`config.mk`:
```
export PLATFORM = sky130hd
export DESIGN_NAME = render_sequencer
export DESIGN_NICKNAME = d
export VERILOG_FILES = /design/src/rtl/render_sequencer.sv
export SDC_FILE = /design/constraint.sdc
export NUM_CORES = 1
export LEC_CHECK = 0
export ABC_CLOCK_PERIOD_IN_PS = 2000
export BUFFER_PORTS_ARGS = -buffer_cell sky130_fd_sc_hd__buf_4
export CORE_UTILIZATION = 25
export DETAILED_ROUTE_END_ITERATION = 8
export PLACE_DENSITY = 0.54
export SLEW_MARGIN = 20
export SYNTH_ARGS = -nofsm -noshare
export SYNTH_HDL_FRONTEND = slang
export SYNTH_SLANG_ARGS = --single-unit
```
`constraint.sdc`:
```
create_clock -name clk_in -period 2 [get_ports clk_in]
set_input_delay 0.1 -clock clk_in [delete_from_list [all_inputs] [get_ports clk_in]]
set_output_delay 0.1 -clock clk_in [all_outputs]
set_load 0.03 [all_outputs]
```
`src/rtl/render_sequencer.sv`:
```
// Frame sequencer for a double-buffered 3D renderer. Once per frame it swaps
// the displayed buffer, latches the pose, clears the back buffer, starts the
// vertex fetch and waits for the rasterizer, counting frames that miss vblank.
module render_sequencer #(
  parameter int          H_ACTIVE = 1280,
  parameter int          V_ACTIVE = 720,
  parameter int          FB_DEPTH = 57600,
  parameter int          TIMEOUT  = 2000000,
  parameter logic [31:0] SCALE_FP = 32'h3F800000
) (
  input  logic        clk_in,
  input  logic        rst_in,
  input  logic [10:0] hcount,
  input  logic [9:0]  vcount,
  input  logic [2:0]  btn_in,
  input  logic        obj_done_in,
  output logic        start_out,
  output logic        new_frame_out,
  output logic [15:0] clr_addr_out,
  output logic        clr_we_out,
  output logic        fb_sel_out,
  output logic [4:0]  pitch_out,
  output logic [4:0]  yaw_out,
  output logic [4:0]  roll_out,
  output logic [31:0] scale_out,
  output logic        busy_out,
  output logic [7:0]  drop_cnt_out
);

  localparam int               TMO_W     = $clog2(TIMEOUT + 1);
  localparam logic [TMO_W-1:0] TMO_LAST  = TMO_W'(TIMEOUT - 1);
  localparam logic [15:0]      ADDR_LAST = 16'(FB_DEPTH - 1);

  typedef enum logic [2:0] {
    IDLE    = 3'd0,
    CLEAR   = 3'd1,
    RENDER  = 3'd2,
    WAIT_VB = 3'd3,
    SWAP    = 3'd4
  } state_e;

  state_e           state_q, state_d;
  logic [15:0]      clr_addr_q, clr_addr_d;
  logic             clr_we_q, clr_we_d;
  logic             busy_q, busy_d;
  logic             pulse_q, pulse_d;
  logic             fb_sel_q, fb_sel_d;
  logic [TMO_W-1:0] tmo_q, tmo_d;
  logic [4:0]       pitch_q, pitch_d, yaw_q, yaw_d, roll_q, roll_d;
  logic [4:0]       pend_pitch_q, pend_pitch_d;
  logic [4:0]       pend_yaw_q, pend_yaw_d;
  logic [4:0]       pend_roll_q, pend_roll_d;
  logic [2:0]       btn_q;
  logic [2:0]       btn_rise;
  logic [7:0]       drop_q, drop_d;
  logic             drop_evt;
  logic             vblank_pulse;

  // A zero-width line never produces a pulse; otherwise one cycle at the
  // first pixel of the first blanking line.
  assign vblank_pulse = (vcount == 10'(V_ACTIVE)) && (hcount == 11'd0) && (H_ACTIVE > 0);

  // Next-state decode; every registered output is derived from the next state
  // so it lines up with the state register.
  always_comb begin
    state_d    = state_q;
    clr_addr_d = clr_addr_q;
    tmo_d      = '0;
    fb_sel_d   = fb_sel_q;
    pitch_d    = pitch_q;
    yaw_d      = yaw_q;
    roll_d     = roll_q;
    drop_evt   = 1'b0;
    case (state_q)
      IDLE, WAIT_VB: begin
        if (vblank_pulse) state_d = SWAP;
      end
      SWAP: begin
        state_d    = CLEAR;
        fb_sel_d   = ~fb_sel_q;
        pitch_d    = pend_pitch_q;
        yaw_d      = pend_yaw_q;
        roll_d     = pend_roll_q;
        clr_addr_d = '0;
      end
      CLEAR: begin
        // A vblank here means the frame cannot make this swap.
        drop_evt = vblank_pulse;
        if (clr_addr_q == ADDR_LAST) begin
          state_d    = RENDER;
          clr_addr_d = '0;
        end else begin
          clr_addr_d = clr_addr_q + 16'd1;
        end
      end
      RENDER: begin
        drop_evt = vblank_pulse;
        tmo_d    = tmo_q + 1'b1;
        // The first RENDER cycle ignores obj_done so a stale flag from the
        // previous frame cannot end this one; done beats a same-cycle timeout.
        if ((tmo_q != '0) && obj_done_in) begin
          state_d = WAIT_VB;
          tmo_d   = '0;
        end else if (tmo_q == TMO_LAST) begin
          state_d  = WAIT_VB;
          tmo_d    = '0;
          drop_evt = 1'b1;
        end
      end
      default: state_d = IDLE;
    endcase
    clr_we_d = (state_d == CLEAR);
    busy_d   = (state_d == CLEAR) || (state_d == RENDER);
    pulse_d  = (state_q == CLEAR) && (state_d == RENDER);
  end

  // Pending pose and drop counter; the pending pose tracks buttons in every
  // state and is only exposed at SWAP.
  always_comb begin
    btn_rise     = btn_in & ~btn_q;
    pend_pitch_d = pend_pitch_q + 5'(btn_rise[0]);
    pend_yaw_d   = pend_yaw_q + 5'(btn_rise[1]);
    pend_roll_d  = pend_roll_q + 5'(btn_rise[2]);
    drop_d       = drop_q;
    if (drop_evt && (drop_q != 8'hFF)) drop_d = drop_q + 8'd1;
  end

  // State and output registers with asynchronous reset.
  always_ff @(posedge clk_in or negedge rst_in) begin
    if (!rst_in) begin
      state_q      <= IDLE;
      clr_addr_q   <= '0;
      clr_we_q     <= 1'b0;
      busy_q       <= 1'b0;
      pulse_q      <= 1'b0;
      fb_sel_q     <= 1'b0;
      tmo_q        <= '0;
      pitch_q      <= '0;
      yaw_q        <= '0;
      roll_q       <= '0;
      pend_pitch_q <= '0;
      pend_yaw_q   <= '0;
      pend_roll_q  <= '0;
      btn_q        <= '0;
      drop_q       <= '0;
    end else begin
      state_q      <= state_d;
      clr_addr_q   <= clr_addr_d;
      clr_we_q     <= clr_we_d;
      busy_q       <= busy_d;
      pulse_q      <= pulse_d;
      fb_sel_q     <= fb_sel_d;
      tmo_q        <= tmo_d;
      pitch_q      <= pitch_d;
      yaw_q        <= yaw_d;
      roll_q       <= roll_d;
      pend_pitch_q <= pend_pitch_d;
      pend_yaw_q   <= pend_yaw_d;
      pend_roll_q  <= pend_roll_d;
      btn_q        <= btn_in;
      drop_q       <= drop_d;
    end
  end

  assign start_out     = pulse_q;
  assign new_frame_out = pulse_q;
  assign clr_addr_out  = clr_addr_q;
  assign clr_we_out    = clr_we_q;
  assign fb_sel_out    = fb_sel_q;
  assign pitch_out     = pitch_q;
  assign yaw_out       = yaw_q;
  assign roll_out      = roll_q;
  assign busy_out      = busy_q;
  assign drop_cnt_out  = drop_q;
  assign scale_out     = SCALE_FP;

endmodule

```
# Word-level counts from Yosys, hierarchy flattened
# Index checks and enable logic that the tools add are counted.
# word_totals
ff_bits	85
inputBits	27
out_inout_bits	76
word_cells	57
# op_classes
add_sub_neg	6
eq_ne	10
mux	13
bitwise_logic	3
n_reduce_logical	10
# op_table
operator	n
$mux 21	3
$pmux 16 s2	1
$add 21x1->21 const B	1
$eq 21x21->1 const B	1
$reduce_bool 21->1	1
$add 16x1->16 const B	1
$eq 16x16->1 const B	1
$mux 16	1
$add 5x1->5	3
$mux 3	4
$pmux 3 s4	1
$logic_not 11->1	1
$eq 10x10->1 const B	1
$eq 3x2->1 const B	3
$add 8x1->8 const B	1
$ne 8x8->1 const B	1
$eq 3x1->1 const B	2
$logic_and 1x1->1	4
$and 3x3->3	1
$eq 3x3->1 const B	1
$logic_not 3->1	1
$not 3->3	1
$mux 1	2
$pmux 1 s2	1
other kinds (4)	4

# Depth between registers and ports, before layout
# depth
depth_word	6
mapped_depth	8
depth_no_buf	8

# Least setup slack after synthesis
# No wires, ideal clock.
# synth_path
path_kind	reg-to-reg
startpoint	register clr_addr_q[0], in the netlist clr_addr_out[0]
endpoint	register clr_addr_q[8], in the netlist clr_addr_out[8]
setup_time_ps	140
arrival_time_ps	2090
t_required_ps	1860
setup_slack_ps	-230
stages_incl_launch_ff	9
n_path_buf	1
synth_period_minus_slack_ps	2230
cell_sequence	dfrtp_1 > ha_1 > nand3_1 > or3_1 > o21ai_2 > buf_2 > nor2_1 > o21ai_1 > o31ai_1
# synth_via
elab_chain_len	3
word_cells_on_any_way	4
cone_classes	add/sub: 1; eq/ne: 1; mux: 2
# synth_lines
element	line	text
start, declared	43	logic [15:0] clr_addr_q, clr_addr_d;
start signal, assigned	148	clr_addr_q <= clr_addr_d;
$add 16x1->16 or $eq 16x16->1 (tied branches)	93, 89	
$mux 16 (*)	89	if (clr_addr_q == ADDR_LAST) begin
$pmux 16 s2 (*)	74	case (state_q)
# Mark *: on every way between the ends. The rest lies on a longest branch, timed or not.
# A chain may end at the register's enable or synchronous reset.

# Worst setup path in the final report
# layout_path
startpoint	register tmo_q[0]
endpoint	register drop_q[6], in the netlist drop_cnt_out[6]
# layout_via
elab_chain_len	5
word_cells_on_any_way	7
cone_classes	eq/ne: 1; mux: 3; reduce/logical: 3
# layout_lines
element	line	text
start, declared	48	logic [TMO_W-1:0] tmo_q, tmo_d;
start signal, assigned	153	tmo_q <= tmo_d;
$eq 21x21->1 or $reduce_bool 21->1 (tied branches)	104, 101	
$mux 1 or $logic_and 1x1->1 (tied branches)	104, 101	
$mux 1 (*)	101	if ((tmo_q != '0) && obj_done_in) begin
$pmux 1 s2 (*)	74	
$logic_and 1x1->1 (*)	125	if (drop_evt && (drop_q != 8'hFF)) drop_d = drop_q + 8'd1;
end signal, assigned	161	drop_q <= drop_d;
end, declared	55	logic [7:0] drop_q, drop_d;
# Marks and branches as above.

==> results.json <==
{
  "muxShareOfSynthArea": 0.0418,
  "grt_max_degree": 52,
  "rsz0062_at_grt": "true",
  "synth_edf_count": 0,
  "synth_cell_types": 55,
  "fillers": 1702,
  "firstDrtPassIters": 4,
  "worstPathArrival_ps": 2220,
  "final_area_um2": 5680,
  "io_pins": 103,
  "clock_latency_ps": 340,
  "syn_to_final_growth_pct": 31.6,
  "die_w_um": 133,
  "synthFlopType": "dfrtp_1",
  "cp.depth": 8,
  "via_per_inst": 4.40,
  "p_sw_frac": 0.230,
  "skew_ps": 6.16,
  "clkTransAtPathRegs_ps": 60,
  "clock_sinks": 85,
  "crit_type": "reg -> reg",
  "yosys.area_share.adder": 0.0290,
  "drive_above_1_share": 0.325,
  "share_comb_of_total_power": 0.075,
  "setup_tns_ps": 0,
  "r2r_cells": 8,
  "netlist_instances": 401,
  "period_minus_slack_ps": 1950,
  "diodes": 0,
  "hpwl_um": 6570,
  "end_kind": "flop",
  "cts_buffers": 9,
  "routed_wirelength_um": 9130,
  "grt_pass1_vias": 3145,
  "grt_overflow": 0,
  "syn_area_um2": 4310,
  "drtIter0Drc": 152,
  "cpMostUsedCell": "nor4b_4",
  "rows": 47,
  "grt_pass1_wl_um": 15100,
  "hold_path_depth": 4,
  "cpPeakStageDelay_ps": 400,
  "cts_root_buffer": "clkbuf_16",
  "crit_family": "simple AND/OR/NAND/NOR gates",
  "htreeDepth": 3,
  "slowest_stage": "dfrtp_1",
  "ys_seq_elements": 85,
  "ant_nets": 0,
  "avgSynthCellArea_um2": 10.8,
  "drv_cap": 0,
  "cp-start-kind": "flop",
  "p_sw_uw": 966,
  "whs_ps": 90.1,
  "yosysWarnings": 0,
  "cp_num_buf_inv": 1,
  "finalWeightedCongestion": 0.811,
  "clockPowerShare": 0.445,
  "nets": 553,
  "wl_per_cell_um": 12.3,
  "coreArea_um2": 16700,
  "grt_usage": 0.107,
  "intPower_uw": 3230,
  "dieArea_um2": 17800,
  "fmax_ghz": 0.512,
  "reg2reg_slack_ps": 50,
  "async_reset_ff_frac": 1.00,
  "placed_area_um2": 5250,
  "cp_max_fo": 7,
  "initial_core_util": 0.258,
  "seq_area_frac_synth": 0.493,
  "totalPowerFinal_uw": 4200,
  "hold_class": "in -> reg",
  "drc_errors": 0,
  "grt_antenna_before_repair": 0,
  "vias": 3257,
  "seq_power_share": 0.480,
  "cts_tree": "yes",
  "clk_path_buf_depth": 2,
  "leakage_uw": 0.00269,
  "post-route-period-util": 0.977,
  "port_buffers": 70,
  "synthSimpleGateAreaFrac": 0.213,
  "synth_top_family_by_area": "simple AND/OR/NAND/NOR gates",
  "irDropWorstVdd_v": 0.000366,
  "status": "finished clean",
  "synth_compound_area_frac": 0.0702,
  "p_per_area_nw_per_um2": 739,
  "die_y_um": 133,
  "path_cells": "inv_1, ha_1, nor4b_4, a31oi_2, nor4b_4, a41oi_4, nor4b_4, xor2_1",
  "post-route-util": 0.340,
  "slew_violations": 0,
  "synth_xor_area_frac": 0.0751,
  "worstPathRequired_ps": 2260,
  "setup_violations": 0,
  "hold_viol_final": 0
}
synthesized netlist by cell type (all sizes together) (7+ instances only):
cell   count  area share
dfrtp     85        0.49
nor2      41       0.036
buf       39       0.066
nand2     30       0.027
nand3     28       0.032
xor2      21       0.043
o21ai     20       0.024
mux2      16       0.042
xnor2     16       0.032
nor3      11       0.015
ha        10       0.029
and4       7       0.015
nand4      7       0.012
nor4       7       0.019
routing by layer:
| metal | vias to the layer above | track usage | share of wire |
|---|---|---|---|
| met2 | 91 | 0.177 | 0.48 |
| li1 | 1566 | - | - |
| met3 | 8 | 0.0342 | 0.053 |
| met4 | 0 | 0.0436 | 0.013 |
| met5 | - | 0 | 0 |
| met1 | 1592 | 0.129 | 0.45 |
sequential cells by signal, indices dropped and copies added (netlist names), 5 cells and up:
| name | flops |
|---|---|
| pend_pitch_q | 5 |
| pend_roll_q | 5 |
| clr_addr_out | 16 |
| drop_cnt_out | 8 |
| pitch_out | 5 |
| pend_yaw_q | 5 |
| tmo_q | 21 |
| roll_out | 5 |
| yaw_out | 5 |
metrics by stage:
step	setup WS, ps	instances
floorplan	24.2	431
global placement	55.6	716
detailed placement	-5.22	716
CTS	22.1	735
global route	-80.2	740
finish	45.2	740
kinds of logic (layout without fill, tap and decap cells):
| family | after synthesis | after routing |
|---|---|---|
| other | 2 | 32 |
| AOI/OAI and AO/OA | 44 | 44 |
| DFF | 85 | 85 |
| xor gates and xnor gates | 37 | 37 |
| muxes | 16 | 16 |
| buffers and inverters | 48 | 137 |
| adders and majority gates | 10 | 10 |
| and+or+nand+nor | 159 | 159 |
worst reg2reg max path: stages, from the launching register on:
cell	delay, ps
dfrtp_1	400
inv_1	70
ha_1	140
nor4b_4	220
a31oi_2	170
nor4b_4	280
a41oi_4	110
nor4b_4	330
xor2_1	160
placed cells by master, fill, tap and decap left out, drive strengths merged, types with 2 or more instances in the layout:
cell,n
or2,2
ha,10
buf,112
o21a,2
bufinv,3
xor2,21
o21ai,20
inv,6
nand3,28
a21oi,4
dfrtp,85
mux2,16
and3,6
o31ai,6
nand4,7
nor2,41
xnor2,16
a21o,4
nand2,30
nor3b,4
nand2b,3
a31oi,2
nor3,11
dlygate4sd3,4
conb,32
clkbuf,11
and4,7
nor4b,4
nor2b,3
nor4,7
worst paths after layout:
kind,end,from
hold reg to reg,pend_roll_q[4]$_DFF_PN0_,pend_roll_q[4]$_DFF_PN0_
min in group asynchronous,yaw_out[4]$_DFFE_PN0P_,rst_in
setup reg to reg,drop_cnt_out[6]$_DFFE_PN0P_,tmo_q[0]$_DFF_PN0_
setup / recovery,drop_cnt_out[6]$_DFFE_PN0P_,tmo_q[0]$_DFF_PN0_
max in group asynchronous,clr_addr_out[0]$_DFFE_PN0P_,rst_in
hold / removal,state_q[2]$_DFF_PN0_,vcount[1]
power groups by stage:
stage | clock network [uW] | logic, uW | registers [uW]
after detailed placement | 0 | 319 | 2050
after global routing | 2010 | 361 | 2040
after global placement | 0 | 303 | 2040
final | 1870 | 316 | 2010
after CTS | 1940 | 324 | 2020
after floorplan | 0 | 257 | 2010
layout make-up:
type	count	area (um^2)	share of cell area
clock buffer	11	233	0.0410
clock inverter	4	97.6	0.0172
inverter	6	22.5	0.00397
multi-input combinational	298	2010	0.354
sequential	85	2130	0.375
tap	220	275	0.0485
timing repair buffer	116	906	0.160
what timing repair did:
action | 4_1_cts | 5_1_grt
pin swaps | 0 | 8
buffers inserted | 0 | 5
gates resized for setup | 1 | 5
gates cloned | 0 | 0
hold buffers | 4 | 0
endpoints found under the hold margin | 37 | 0
endpoints found under the setup margin | 2 | 15
No activity file was read; power rests on OpenSTA's default activity.
